$ cat src/rtl/axi_stream_extract_header.sv
// AXI-Stream header extractor: splits the first N bytes of each packet onto a header
// channel and re-packs the rest left-aligned. Optional short_pkt flag: AXIS_EXTRACT_SHORT_DET_EN.
module axi_stream_extract_header #(
  parameter int DATA_WD      = 32,
  parameter int DATA_BYTE_WD = DATA_WD / 8
) (
  input  logic                    clk,
  input  logic                    rst_n,
  input  logic                    valid_in,
  input  logic [DATA_WD-1:0]      data_in,
  input  logic [DATA_BYTE_WD-1:0] keep_in,
  input  logic                    last_in,
  output logic                    ready_in,
  input  logic [2:0]              strip_len,
  output logic                    valid_out,
  output logic [DATA_WD-1:0]      data_out,
  output logic [DATA_BYTE_WD-1:0] keep_out,
  output logic                    last_out,
  input  logic                    ready_out,
  output logic                    valid_header,
  output logic [DATA_WD-1:0]      header_out,
  output logic [DATA_BYTE_WD-1:0] keep_header,
  input  logic                    ready_header
`ifdef AXIS_EXTRACT_SHORT_DET_EN
  ,
  output logic                    short_pkt
`endif
);

  typedef enum logic [1:0] {S_SOP, S_BODY, S_FLUSH} state_e;

  function automatic logic [2:0] popcount(input logic [DATA_BYTE_WD-1:0] k);
    logic [2:0] cnt;
    cnt = '0;
    for (int i = 0; i < DATA_BYTE_WD; i++) cnt = cnt + 3'(k[i]);
    return cnt;
  endfunction

  function automatic logic [DATA_BYTE_WD-1:0] top_mask(input logic [2:0] r);
    return ~({DATA_BYTE_WD{1'b1}} >> r);
  endfunction

  function automatic logic [DATA_BYTE_WD-1:0] low_mask(input logic [2:0] r);
    return ~({DATA_BYTE_WD{1'b1}} << r);
  endfunction

  function automatic logic [DATA_WD-1:0] byte_mask(input logic [DATA_BYTE_WD-1:0] k);
    logic [DATA_WD-1:0] m;
    for (int i = 0; i < DATA_BYTE_WD; i++) m[8*i +: 8] = {8{k[i]}};
    return m;
  endfunction

  state_e                  state_q, state_d;
  logic [2:0]              n_q, n_d;
  logic [DATA_WD-1:0]      res_q, res_d;
  logic [DATA_BYTE_WD-1:0] fkeep_q, fkeep_d;

  logic                    out_load, out_last;
  logic [DATA_WD-1:0]      out_data;
  logic [DATA_BYTE_WD-1:0] out_keep;
  logic                    hdr_load;
  logic [DATA_WD-1:0]      hdr_data;
  logic [DATA_BYTE_WD-1:0] hdr_keep;

  logic [2:0]              n_in, k_in;
  logic                    out_free, hdr_free;
  logic [DATA_WD-1:0]      merged;

  assign n_in     = (strip_len > 3'd4) ? 3'd4 : strip_len;
  assign k_in     = popcount(keep_in);
  assign out_free = !valid_out || ready_out;
  assign hdr_free = !valid_header || ready_header;
  // Residual bytes sit left-aligned; the new beat's top N bytes fill the low end.
  assign merged   = res_q | (data_in >> {3'd4 - n_q, 3'b000});

  always_comb begin
    // NOTE: every variable gets a default first so no path leaves it unassigned (no latches).
    state_d  = state_q;
    n_d      = n_q;
    res_d    = res_q;
    fkeep_d  = fkeep_q;
    ready_in = 1'b0;
    out_load = 1'b0;
    out_data = '0;
    out_keep = '0;
    out_last = 1'b0;
    hdr_load = 1'b0;
    hdr_data = '0;
    hdr_keep = '0;

    unique case (state_q)
      S_SOP: begin
        ready_in = hdr_free && out_free;
        if (valid_in && hdr_free && out_free) begin
          n_d = n_in;
          if (n_in == 3'd0) begin
            out_load = 1'b1;
            out_data = data_in;
            out_keep = keep_in;
            out_last = last_in;
            state_d  = last_in ? S_SOP : S_BODY;
          end else begin
            hdr_load = 1'b1;
            hdr_data = data_in >> {3'd4 - n_in, 3'b000};
            hdr_keep = low_mask((k_in < n_in) ? k_in : n_in);
            if (last_in) begin
              // A single-beat packet only produces payload if it outlives the header.
              if (k_in > n_in) begin
                out_load = 1'b1;
                out_keep = keep_in << n_in;
                out_data = (data_in << {n_in, 3'b000}) & byte_mask(keep_in << n_in);
                out_last = 1'b1;
              end
              state_d = S_SOP;
            end else begin
              res_d   = data_in << {n_in, 3'b000};
              state_d = S_BODY;
            end
          end
        end
      end

      S_BODY: begin
        ready_in = out_free;
        if (valid_in && out_free) begin
          out_load = 1'b1;
          if (n_q == 3'd0) begin
            out_data = data_in;
            out_keep = keep_in;
            out_last = last_in;
            state_d  = last_in ? S_SOP : S_BODY;
          end else if (!last_in) begin
            out_data = merged;
            out_keep = '1;
            res_d    = data_in << {n_q, 3'b000};
          end else if (k_in <= n_q) begin
            out_keep = top_mask(3'd4 - n_q + k_in);
            out_data = merged & byte_mask(top_mask(3'd4 - n_q + k_in));
            out_last = 1'b1;
            state_d  = S_SOP;
          end else begin
            out_data = merged;
            out_keep = '1;
            res_d    = data_in << {n_q, 3'b000};
            fkeep_d  = keep_in << n_q;
            state_d  = S_FLUSH;
          end
        end
      end

      S_FLUSH: begin
        if (out_free) begin
          out_load = 1'b1;
          out_data = res_q & byte_mask(fkeep_q);
          out_keep = fkeep_q;
          out_last = 1'b1;
          state_d  = S_SOP;
        end
      end

      default: state_d = S_SOP;
    endcase

    if (!rst_n) ready_in = 1'b0;
  end

  // NOTE: sequential state uses non-blocking assignments so every register samples pre-edge values.
  always_ff @(posedge clk) begin
    if (!rst_n) begin
      state_q      <= S_SOP;
      n_q          <= '0;
      res_q        <= '0;
      fkeep_q      <= '0;
      valid_out    <= 1'b0;
      data_out     <= '0;
      keep_out     <= '0;
      last_out     <= 1'b0;
      valid_header <= 1'b0;
      header_out   <= '0;
      keep_header  <= '0;
    end else begin
      state_q <= state_d;
      n_q     <= n_d;
      res_q   <= res_d;
      fkeep_q <= fkeep_d;

      if (out_load) begin
        valid_out <= 1'b1;
        data_out  <= out_data;
        keep_out  <= out_keep;
        last_out  <= out_last;
      end else if (ready_out) begin
        valid_out <= 1'b0;
      end

      if (hdr_load) begin
        valid_header <= 1'b1;
        header_out   <= hdr_data;
        keep_header  <= hdr_keep;
      end else if (ready_header) begin
        valid_header <= 1'b0;
      end
    end
  end

`ifdef AXIS_EXTRACT_SHORT_DET_EN
  // Running byte count per packet, saturating; only needs to resolve totals up to 4.
  logic [2:0] byte_cnt_q;
  logic [3:0] byte_sum;
  logic [2:0] pkt_n;

  always_comb begin
    byte_sum = (state_q == S_SOP) ? {1'b0, k_in} : ({1'b0, byte_cnt_q} + {1'b0, k_in});
    pkt_n    = (state_q == S_SOP) ? n_in : n_q;
  end

  always_ff @(posedge clk) begin
    if (!rst_n) begin
      byte_cnt_q <= '0;
      short_pkt  <= 1'b0;
    end else begin
      short_pkt <= 1'b0;
      if (valid_in && ready_in) begin
        byte_cnt_q <= (byte_sum > 4'd7) ? 3'd7 : byte_sum[2:0];
        short_pkt  <= last_in && (byte_sum <= {1'b0, pkt_n});
      end
    end
  end
`endif

endmodule
$ cat config.mk
export PLATFORM = sky130hd
export DESIGN_NAME = axi_stream_extract_header
export DESIGN_NICKNAME = d
export VERILOG_FILES = /design/src/rtl/axi_stream_extract_header.sv
export SDC_FILE = /design/constraint.sdc
export NUM_CORES = 1
export LEC_CHECK = 0
export CAP_MARGIN = 25
export CORE_MARGIN = 3
export CORE_UTILIZATION = 55
export DETAILED_ROUTE_END_ITERATION = 16
export GPL_TIMING_DRIVEN = 0
export PLACE_DENSITY_LB_ADDON = 0.05
export SLEW_MARGIN = 20
export SYNTH_ARGS = -nofsm -noshare
export SYNTH_HDL_FRONTEND = slang
export SYNTH_SLANG_ARGS = --single-unit
$ cat constraint.sdc
create_clock -name clk -period 4.65 [get_ports clk]
set_input_delay 0.6975 -clock clk [delete_from_list [all_inputs] [get_ports clk]]
set_output_delay 0.6975 -clock clk [all_outputs]
set_load 0.03 [all_outputs]
Word-level counts from Yosys, hierarchy flattened

Index checks and enable logic that the tools add are counted.

Register bits after elaboration: 116
Output and inout port bits: 76
Word-level logic and storage cells: 132
Bits of input ports: 45

Shifts and indexed selects: 8
Eq/ne operators: 10
Mux-type cells: 67
Reduce and logical (&&, ||, !) cells: 18
Order comparisons: 4
Bitwise operators: 8
Add/sub/neg operators: 6

Operators with widths:

| kind                                         | count |
|---|---|
| two-way mux 32 bit                           | 19 |
| bitwise AND 32 bit                           | 3 |
| one-hot mux 32 bit (3 select lines)          | 1 |
| one-hot mux 32 bit (2 select lines)          | 1 |
| left shift 32 x 6 -> 32 bit                  | 2 |
| >> shifter 32 x 6 -> 32 bit                  | 2 |
| two-way mux 4 bit                            | 12 |
| bitwise OR 32 bit                            | 1 |
| two-way mux 1 bit                            | 21 |
| two-way mux 2 bit                            | 6 |
| inequality test 2 bit, second input constant | 6 |
| one-hot mux 4 bit (3 select lines)           | 1 |
| NOT 4 bit                                    | 2 |
| left shift 4 x 3 -> 4 bit                    | 2 |
| AND reduction 7 bit                          | 1 |
| logical NOT 3 bit                            | 2 |
| two-way mux 3 bit                            | 2 |
| inequality test 3 bit, second input constant | 2 |
| one-hot mux 1 bit (3 select lines)           | 2 |
| one-hot mux 2 bit (3 select lines)           | 1 |
| nonzero test 2 bit                           | 3 |
| subtractor 3 bit, first input constant       | 2 |
| AND reduction 5 bit                          | 1 |
| logical AND 1 bit                            | 4 |
| other kinds (19)                             | 22 |

Logic depth before layout (Yosys ltp)

Gate-level depths: netlist (run 1).

Word-level depth: 12
Depth in mapped cells: 14
Gate-level depth less buffers: 11

Worst setup path after synthesis (run 1)

OpenSTA, ideal clock, no wires.

Path type: input to register
Start point: input keep_in[0]
End point: register keep_out[2]
Setup slack: 1148 ps
Data arrival time: 3376 ps
Stages on the path: 12
Path through: fa_1 > ha_1 > xnor2_1 > inv_1 > ha_1 > and3_1 > a211oi_4 > o21ai_4 > and2_4 > buf_6 > a2111oi_2 > a21oi_1

Word-level cells in the longest chain between the ends: 11
Elaborated cells on any way between the ends: 23
Those cells by class: 4 x add/sub; 2 x order compare; 2 x shift; 14 x mux; 1 x bitwise

Ends and longest elaborated chain:

| what                               | RTL line | RTL |
|---|---|---|
| from (decl)                        | 11       | `input logic [DATA_BYTE_WD-1:0] keep_in,` |
| adder 1 x 1 -> 2 bit               | 35       | `for (int i = 0; i < DATA_BYTE_WD; i++) cnt = cnt + 3'(k[i]);` |
| adder 2 x 1 -> 3 bit               | 35       |  |
| adder 3 x 1 -> 3 bit               | 35       |  |
| adder 3 bit                        | 137      | `out_keep = top_mask(3'd4 - n_q + k_in);` |
| >> shifter 4 x 3 -> 4 bit          | 40       | `return ~({DATA_BYTE_WD{1'b1}} >> r);` |
| NOT 4 bit                          | 40       |  |
| two-way mux 4 bit                  | 136      | `end else if (k_in <= n_q) begin` |
| two-way mux 4 bit                  | 132      | `end else if (!last_in) begin` |
| two-way mux 4 bit                  | 127      | `if (n_q == 3'd0) begin` |
| two-way mux 4 bit                  | 125      | `if (valid_in && out_free) begin` |
| one-hot mux 4 bit (3 select lines) | 91       | `unique case (state_q)` |
| to (signal assigned)               | 190      | `keep_out <= out_keep;` |
| to (decl)                          | 17       | `output logic [DATA_BYTE_WD-1:0] keep_out,` |

Several ways; a longest one is shown, not always the timed one.
A chain may end at the register's enable or synchronous reset.

Worst setup path after layout (run 1)

Start point: register n_q[0]
End point: register keep_out[3]

Word-level cells in the longest chain between the ends: 9
Elaborated cells on any way between the ends: 11
Those cells by class: 2 x add/sub; 1 x order compare; 1 x shift; 5 x mux; 1 x bitwise; 1 x reduce/logical

Ends and longest elaborated chain:

| what                                 | RTL line | RTL |
|---|---|---|
| from (decl)                          | 54       | `logic [2:0] n_q, n_d;` |
| from (signal assigned)               | 183      | `n_q <= n_d;` |
| subtractor 3 bit                     | 137      |  |
| adder 3 bit                          | 137      |  |
| >> shifter 4 x 3 -> 4 bit            | 40       |  |
| NOT 4 bit                            | 40       |  |
| two-way mux 4 bit                    | 136      |  |
| two-way mux 4 bit                    | 132      |  |
| two-way mux 4 bit *                  | 127      |  |
| two-way mux 4 bit *                  | 125      |  |
| one-hot mux 4 bit (3 select lines) * | 91       |  |

Every way passes the cells marked *; elsewhere a longest branch is shown, timed or not.

==> results of run 1 <==
==> cell usage after synthesis, types with 11 or more instances <==
cell type	n
sky130_fd_sc_hd__dfxtp_1	116
sky130_fd_sc_hd__nor2_1	107
sky130_fd_sc_hd__a21oi_1	102
sky130_fd_sc_hd__nand2_1	100
sky130_fd_sc_hd__o21ai_0	82
sky130_fd_sc_hd__clkbuf_1	75
sky130_fd_sc_hd__mux2i_1	49
sky130_fd_sc_hd__nor3_1	47
sky130_fd_sc_hd__buf_2	33
sky130_fd_sc_hd__a31oi_1	31
sky130_fd_sc_hd__nand3_1	30
sky130_fd_sc_hd__a221oi_1	24
sky130_fd_sc_hd__inv_1	22
sky130_fd_sc_hd__and2_1	17
sky130_fd_sc_hd__mux2_2	17
sky130_fd_sc_hd__a22o_1	16
sky130_fd_sc_hd__a211oi_1	15
sky130_fd_sc_hd__ha_1	15
sky130_fd_sc_hd__nand2b_1	13
sky130_fd_sc_hd__o211a_1	13
sky130_fd_sc_hd__nand4_1	11
==> timing repair <==
action | CTS | global route
setup endpoints to repair | 35 | 38
pin swaps | 1 | 0
buffers inserted | 1 | 2
gates resized for setup | 4 | 8
==> through the flow <==
stage                util  power (uW)
floorplan               -        1860
global placement    0.653        2240
detailed placement  0.653        2260
CTS                 0.695        3500
global route        0.701        3670
finish              0.701        3590
==> layout by cell type (no fill, tap or decap), drive strengths merged, types with 32 or more instances in the layout <==
cell type | Yosys | layout
nor2 | 112 | 112
mux2i | 50 | 50
nor3 | 48 | 48
o21ai | 84 | 84
a31oi | 32 | 32
buf | 42 | 45
clkdlybuf4s50 | 0 | 92
nand2 | 101 | 101
dfxtp | 116 | 116
a21oi | 103 | 103
clkbuf | 75 | 93
==> sequential cells by signal, indices dropped and copies added, names as in the netlist, 2 cells and up <==
| name | flops |
|---|---|
| header_out | 32 |
| state_q | 2 |
| fkeep_q | 4 |
| keep_header | 4 |
| n_q | 3 |
| keep_out | 4 |
| data_out | 32 |
| res_q | 32 |
==> how the worst max path moves through the flow <==
stage               slack, ns                start  cells after the start                   endpoint
floorplan                1.15           keep_in[0]                     12   keep_out[2]$_SDFFE_PN0P_
global placement        -0.27  n_q[0]$_SDFFE_PN0P_                     14  data_out[10]$_SDFFE_PN0P_
detailed placement      -0.33  n_q[0]$_SDFFE_PN0P_                     14  data_out[23]$_SDFFE_PN0P_
CTS                     -0.03  n_q[0]$_SDFFE_PN0P_                     14  data_out[23]$_SDFFE_PN0P_
global route            -0.03           keep_in[3]                     12  data_out[17]$_SDFFE_PN0P_
finish                   0.05  n_q[0]$_SDFFE_PN0P_                     13   keep_out[3]$_SDFFE_PN0P_
==> power by group <==
part           switching [uW]  internal, uW  total (uW)
sequential               56.3          1080        1140
clock                     563           706        1270
combinational             791           395        1190
==> worst max-delay path, stage by stage (launching register included) <==
cell                       delay, ns
sky130_fd_sc_hd__dfxtp_1        0.54
sky130_fd_sc_hd__inv_1          0.36
sky130_fd_sc_hd__clkbuf_2       0.37
sky130_fd_sc_hd__ha_2           0.50
sky130_fd_sc_hd__clkbuf_4       0.28
sky130_fd_sc_hd__buf_2          0.33
sky130_fd_sc_hd__xnor2_1        0.21
sky130_fd_sc_hd__ha_1           0.29
sky130_fd_sc_hd__a21oi_1        0.17
sky130_fd_sc_hd__o22ai_1        0.16
sky130_fd_sc_hd__a21oi_4        0.34
sky130_fd_sc_hd__mux2i_4        0.45
sky130_fd_sc_hd__o211ai_1       0.19
sky130_fd_sc_hd__a21oi_1        0.30
==> cell type report <==
class	instances	area share
multi-input cells	818	0.526
repair buffers	96	0.100
clock inverters	14	0.0118
clock buffers	18	0.0445
inverters	25	0.00950
flip-flops and latches	116	0.235
plain buffers	116	0.0505
well taps	180	0.0228
==> metal layers <==
layer	vias up	wire [um]	global-route usage
li1	4202	-	-
met1	4581	13400	0.549
met2	923	16000	0.677
met3	246	5560	0.155
met4	0	2660	0.249
met5	-	0	0
==> logic make-up after synthesis <==
| group | count (synthesis) | synth area share |
|---|---|---|
| AOI/OAI and AO/OA | 384 | 0.326 |
| muxes | 67 | 0.0864 |
| xor gates and xnor gates | 3 | 0.00326 |
| buffers and inverters | 142 | 0.0736 |
| and+or+nand+nor | 348 | 0.197 |
| adders and majority gates | 16 | 0.0258 |
| DFF | 116 | 0.288 |
==> reports/results.ini, run 1 <==
[die]
fp-row-count=43
initial_utilization=0.571
chipHeight_um=127
core_um2=14100
design.portCount=121
die_area_um2=16100
chipWidth_um=127

[cts]
ctsHtreeMaxLevel=4
path_clk_slew_ns=0.06
cts_buffer_depth=2
number_of_clock_sinks=116
cts_hold_buffers=0
tritoncts.num_buffers=17
cts_tree=built
clock_insertion_delay_worst_skew_ns=0.44
cts.root.buffer_cell=sky130_fd_sc_hd__clkbuf_16

[placement]
dp_cells=1349
place.port_buffers=92
detailedPlacementHpwl_um=26700
globalplace.congestion=1.09
dp_slack_ns=-0.330
detailed_place.area_um2=9210

[sta]
timing_worst_slew_pin_value_ns=0.959
maxSlewViolCount=0
setup_viol=0
final.hold.worst_slack_ns=0.466
post_route_setup_tns_ns=0
final.min_clock_period_ns=4.60
fmaxAchievable_mhz=217
finalClockSkew_ns=0.00899
hold_viol=0
postLayoutSetupSlackWorst_ns=0.0455
min_period_over_period=0.990
max_slew_margin=0.344

[logic_synthesis]
postSynth.topFlopCell=sky130_fd_sc_hd__dfxtp_1
count_of_unique_library_cells_instantiated_by_yosys=70
synth_seq_area_share=0.288
synthesis.area_per_instance_um2=7.48
mappedNetlistNets=1137
synth_edf_count=0
synth.top_cell.area_share=0.288
netlist_area_pre_place_um2=8050
postSynthRegisterBits=116
yosys-top-cells-area=sky130_fd_sc_hd__dfxtp_1 29%, sky130_fd_sc_hd__a21oi_1 6.3%, sky130_fd_sc_hd__mux2i_1 6.1%, sky130_fd_sc_hd__o21ai_0 5.1%, sky130_fd_sc_hd__nor2_1 5.0%
synth_async_sr_flop_share=0
netlist.top_cell.by_area=sky130_fd_sc_hd__dfxtp_1
synth.yosys.warnings=0
synthesis.instances=1076

[global_routing]
gr-total-overflow=0
antenna_found_initial=0
gr-usage-all-layers=0.444
grt_pass1_wl_um=54700
grt_pass1_vias=9391
largest_net_degree_at_the_start_of_global_routing=17

[critical_path]
crit-reg2reg-launch=n_q[0]$_SDFFE_PN0P_
arrival_time_of_the_worst_setup_path_ns=4.95
largest_driver_fanout_on_the_critical_path=14
setup.reg_to_reg.worst_slack_ns=0.05
worstPathRequired_ns=5.00
cp-start-kind=register
regToRegEndpoint=keep_out[3]$_SDFFE_PN0P_
critical_path.endpoint_type=register
worst_r2r_path_depth=13
worstSetupPathType=register to register

[layout]
fin_area_um2=9880
nFillCells=1130
multiInputGateArea_um2=5190
layoutNonFillerInstCount=1383
final_layout_size_suffix_gt1_frac=0.0998
area_added_between_synthesis_and_finish_pct=22.7
register_area_um2=2320
n_diodes=0
final_nets=1251

[route]
drc_errors=0
detail_route.wirelength_um=37600
drtPass1Iterations=7
avgRoutedWirePerCell_um=27.2
ant_nets=0
vias_per_cell=7.20
drt-initial-drc-count=1779
vias=9952

[min_path]
timing.hold.worst_endpoint=header_out[10]$_SDFFE_PN0P_
hold_start=header_out[10]$_SDFFE_PN0P_
hold_class=register to register
hold-path-cell-count=2

[run]
max-cap-violations=0

[power]
peak_supply_drop_mv=0.290
cell_pwr_density_nw_per_um2=363
cellLeakagePower_uw=0.00356

[status]
result_of_the_run=complete, no violations

(Power assumes the default switching activity.)
==> run 2, diff against run 1 <==
- GPL_TIMING_DRIVEN: 0 -> 1
==> reports/results.ini, run 2 (same netlist as run 1, synthesis figures left out) <==
[critical_path]
kind_of_cell_with_the_highest_combined_delay_on_the_critical_path=compound AO/OA/AOI/OAI gates
largest_driver_fanout_on_the_critical_path=20  ; +6
cp-start-kind=input port
arrival_time_of_the_worst_setup_path_ns=4.11  ; -0.84 ns
cp_cell_sequence=clkdlybuf4s50_1, fa_1, ha_1, xnor2_1, buf_4, inv_1, ha_1, and3_1, a211oi_4, o21ai_4, and2_4, a2111oi_2, a21oi_1
cp_num_buf_inv=3  ; -1
critical-path-slowest-cell=sky130_fd_sc_hd__fa_1
setup.reg_to_reg.worst_slack_ns=1.61  ; +1.56 ns
critical_path.endpoint_type=register
slowest_delay_ns=0.58  ; +0.04 ns
worstPathRequired_ns=4.95  ; -0.05 ns
crit_path_frequent_cell=sky130_fd_sc_hd__ha_1
worstSetupPathType=input port to register

[route]
drt-met1-wl_um=12200  ; -8.8%
drc_errors=0  ; unchanged
vias=9226  ; -7.3%
drtPass1Iterations=9  ; +2
avgRoutedWirePerCell_um=24.0  ; -12%
met3_length_um=4070  ; -27%
drt-initial-drc-count=1225  ; -31%
routed.top_layer=met4
ant_nets=0  ; unchanged
met2RoutedLength_um=14000  ; -12%
vias_per_cell=6.95  ; -3.4%
detail_route.wirelength_um=31900  ; -15%

[power]
peak_supply_drop_mv=0.333  ; +15%
cell_pwr_density_nw_per_um2=362  ; -0.35%
cellLeakagePower_uw=0.00358  ; +0.73%

[placement]
dp_slack_ns=0.492  ; +0.822 ns
globalplace.congestion=1.04  ; -4.5%
detailedPlacementHpwl_um=21800  ; -18%
dp_cells=1294  ; -4.1%
place.port_buffers=120  ; +30%

[die]
design.portCount=121  ; unchanged
die_area_um2=16100  ; unchanged
chipHeight_um=127  ; unchanged
core_um2=14100  ; unchanged
chipWidth_um=127  ; unchanged
initial_utilization=0.571  ; unchanged
fp-row-count=43  ; unchanged

[layout]
postLayoutCoreUtil=0.701  ; about the same
layout_commonest_cell=sky130_fd_sc_hd__clkdlybuf4s50_1
n_diodes=0  ; unchanged
final_nets=1196  ; -4.4%
layout_common_cells=119 x sky130_fd_sc_hd__clkdlybuf4s50_1, 116 x sky130_fd_sc_hd__dfxtp_1, 107 x sky130_fd_sc_hd__nor2_1, 102 x sky130_fd_sc_hd__a21oi_1, 100 x sky130_fd_sc_hd__nand2_1
area_added_between_synthesis_and_finish_pct=22.7  ; about the same
final_layout_size_suffix_gt1_frac=0.0968  ; -0.00298
layoutNonFillerInstCount=1327  ; -4.0%
registers_with_the_most_flip_flops=data_out: 32 flops, header_out: 32 flops, res_q: 32 flops

[sta]
post_route_setup_tns_ns=0  ; unchanged
hold_viol=0  ; unchanged
min_period_over_period=0.819  ; -0.171
timing_worst_slew_pin_value_ns=0.861  ; -0.0979 ns
postLayoutSetupSlackWorst_ns=0.840  ; +0.795 ns
grt_setup_unrepaired=false
setup_viol=0  ; unchanged
final.min_clock_period_ns=3.81  ; -0.795 ns
fmaxAchievable_mhz=262  ; +21%
max_slew_margin=0.426  ; +0.0818
maxSlewViolCount=0  ; unchanged
finalClockSkew_ns=0.0113  ; +0.00231 ns

[global_routing]
antenna_found_initial=0  ; unchanged
gr-usage-all-layers=0.383  ; -0.0614
largest_net_degree_at_the_start_of_global_routing=74  ; +57
grt_pass1_vias=8373  ; -11%
grt_pass1_wl_um=48000  ; -12%
gr-total-overflow=0  ; unchanged

[cts]
cts_hold_buffers=0  ; unchanged
path_clk_slew_ns=0.06  ; about the same
clock_insertion_delay_worst_skew_ns=0.44  ; about the same
number_of_clock_sinks=116  ; unchanged
ctsHtreeMaxLevel=4  ; unchanged
ctsResizeCount=0  ; -4
cts_buffer_depth=2  ; unchanged
postCtsSetupRepairBufs=0  ; -1
cts.root.buffer_cell=sky130_fd_sc_hd__clkbuf_16
cts_tree=built
tritoncts.num_buffers=17  ; unchanged

[run]
max-cap-violations=0  ; unchanged

[status]
result_of_the_run=complete, no violations

[min_path]
hold_class=register to register

## run 2: cell count changes in the layout (fill, tap and decap cells not counted), moves of 3 or more
cell,previous run,this run
sky130_fd_sc_hd__clkbuf_1,73,1
sky130_fd_sc_hd__buf_2,32,0
sky130_fd_sc_hd__buf_4,4,34
sky130_fd_sc_hd__clkdlybuf4s50_1,92,119
sky130_fd_sc_hd__buf_1,5,0
sky130_fd_sc_hd__inv_6,5,2
sky130_fd_sc_hd__mux2i_4,3,0
## run 2: area by class of cell
class / instances / area [um^2]
clock buffer: 20 / 457
clock inverter: 11 / 128
fill: 1220 / 4210
inverter: 25 / 93.8
multi-input combinational: 818 / 5150
sequential: 116 / 2320
tap: 180 / 225
timing repair buffer: 157 / 1510
## run 2: final timing paths
| path | startpoint | end | cells after the start |
|---|---|---|---|
| setup / recovery | keep_in[0] | keep_out[3]$_SDFFE_PN0P_ | 13 |
| hold / removal | header_out[9]$_SDFFE_PN0P_ | header_out[9]$_SDFFE_PN0P_ | 2 |
| setup reg to reg | n_q[1]$_SDFFE_PN0P_ | data_out[31]$_SDFFE_PN0P_ | 11 |
| hold reg to reg | header_out[9]$_SDFFE_PN0P_ | header_out[9]$_SDFFE_PN0P_ | 2 |
## run 2: per-stage QoR
step           area, um^2  hold WS, ns  power (uW)
5_1_grt              9880        0.475        3700
3_5_place_dp         9270        0.446        2230
2_1_floorplan        8050        0.442        1860
4_1_cts              9860        0.454        3540
6_report             9880        0.451        3580
3_3_place_gp         9270        0.440        2220
## run 2: report_power, final
| group | internal [uW] | total, uW | switching [uW] |
|---|---|---|---|
| clock | 815 | 1330 | 514 |
| combinational | 405 | 1120 | 711 |
| sequential | 1080 | 1130 | 55.5 |
## run 2: tightest hold or removal path, delay by kind of cell (launching register included)
family / cells / cell delay, ns
AOI/OAI and AO/OA: 1 / 0.05
DFF: 1 / 0.31
and+or+nand+nor: 1 / 0.05
## run 2: layer usage
layer / global-route usage / vias to the layer above
met5: 0 / -
met3: 0.110 / 147
met1: 0.492 / 4293
met4: 0.180 / 0
met2: 0.594 / 685
li1: - / 4101
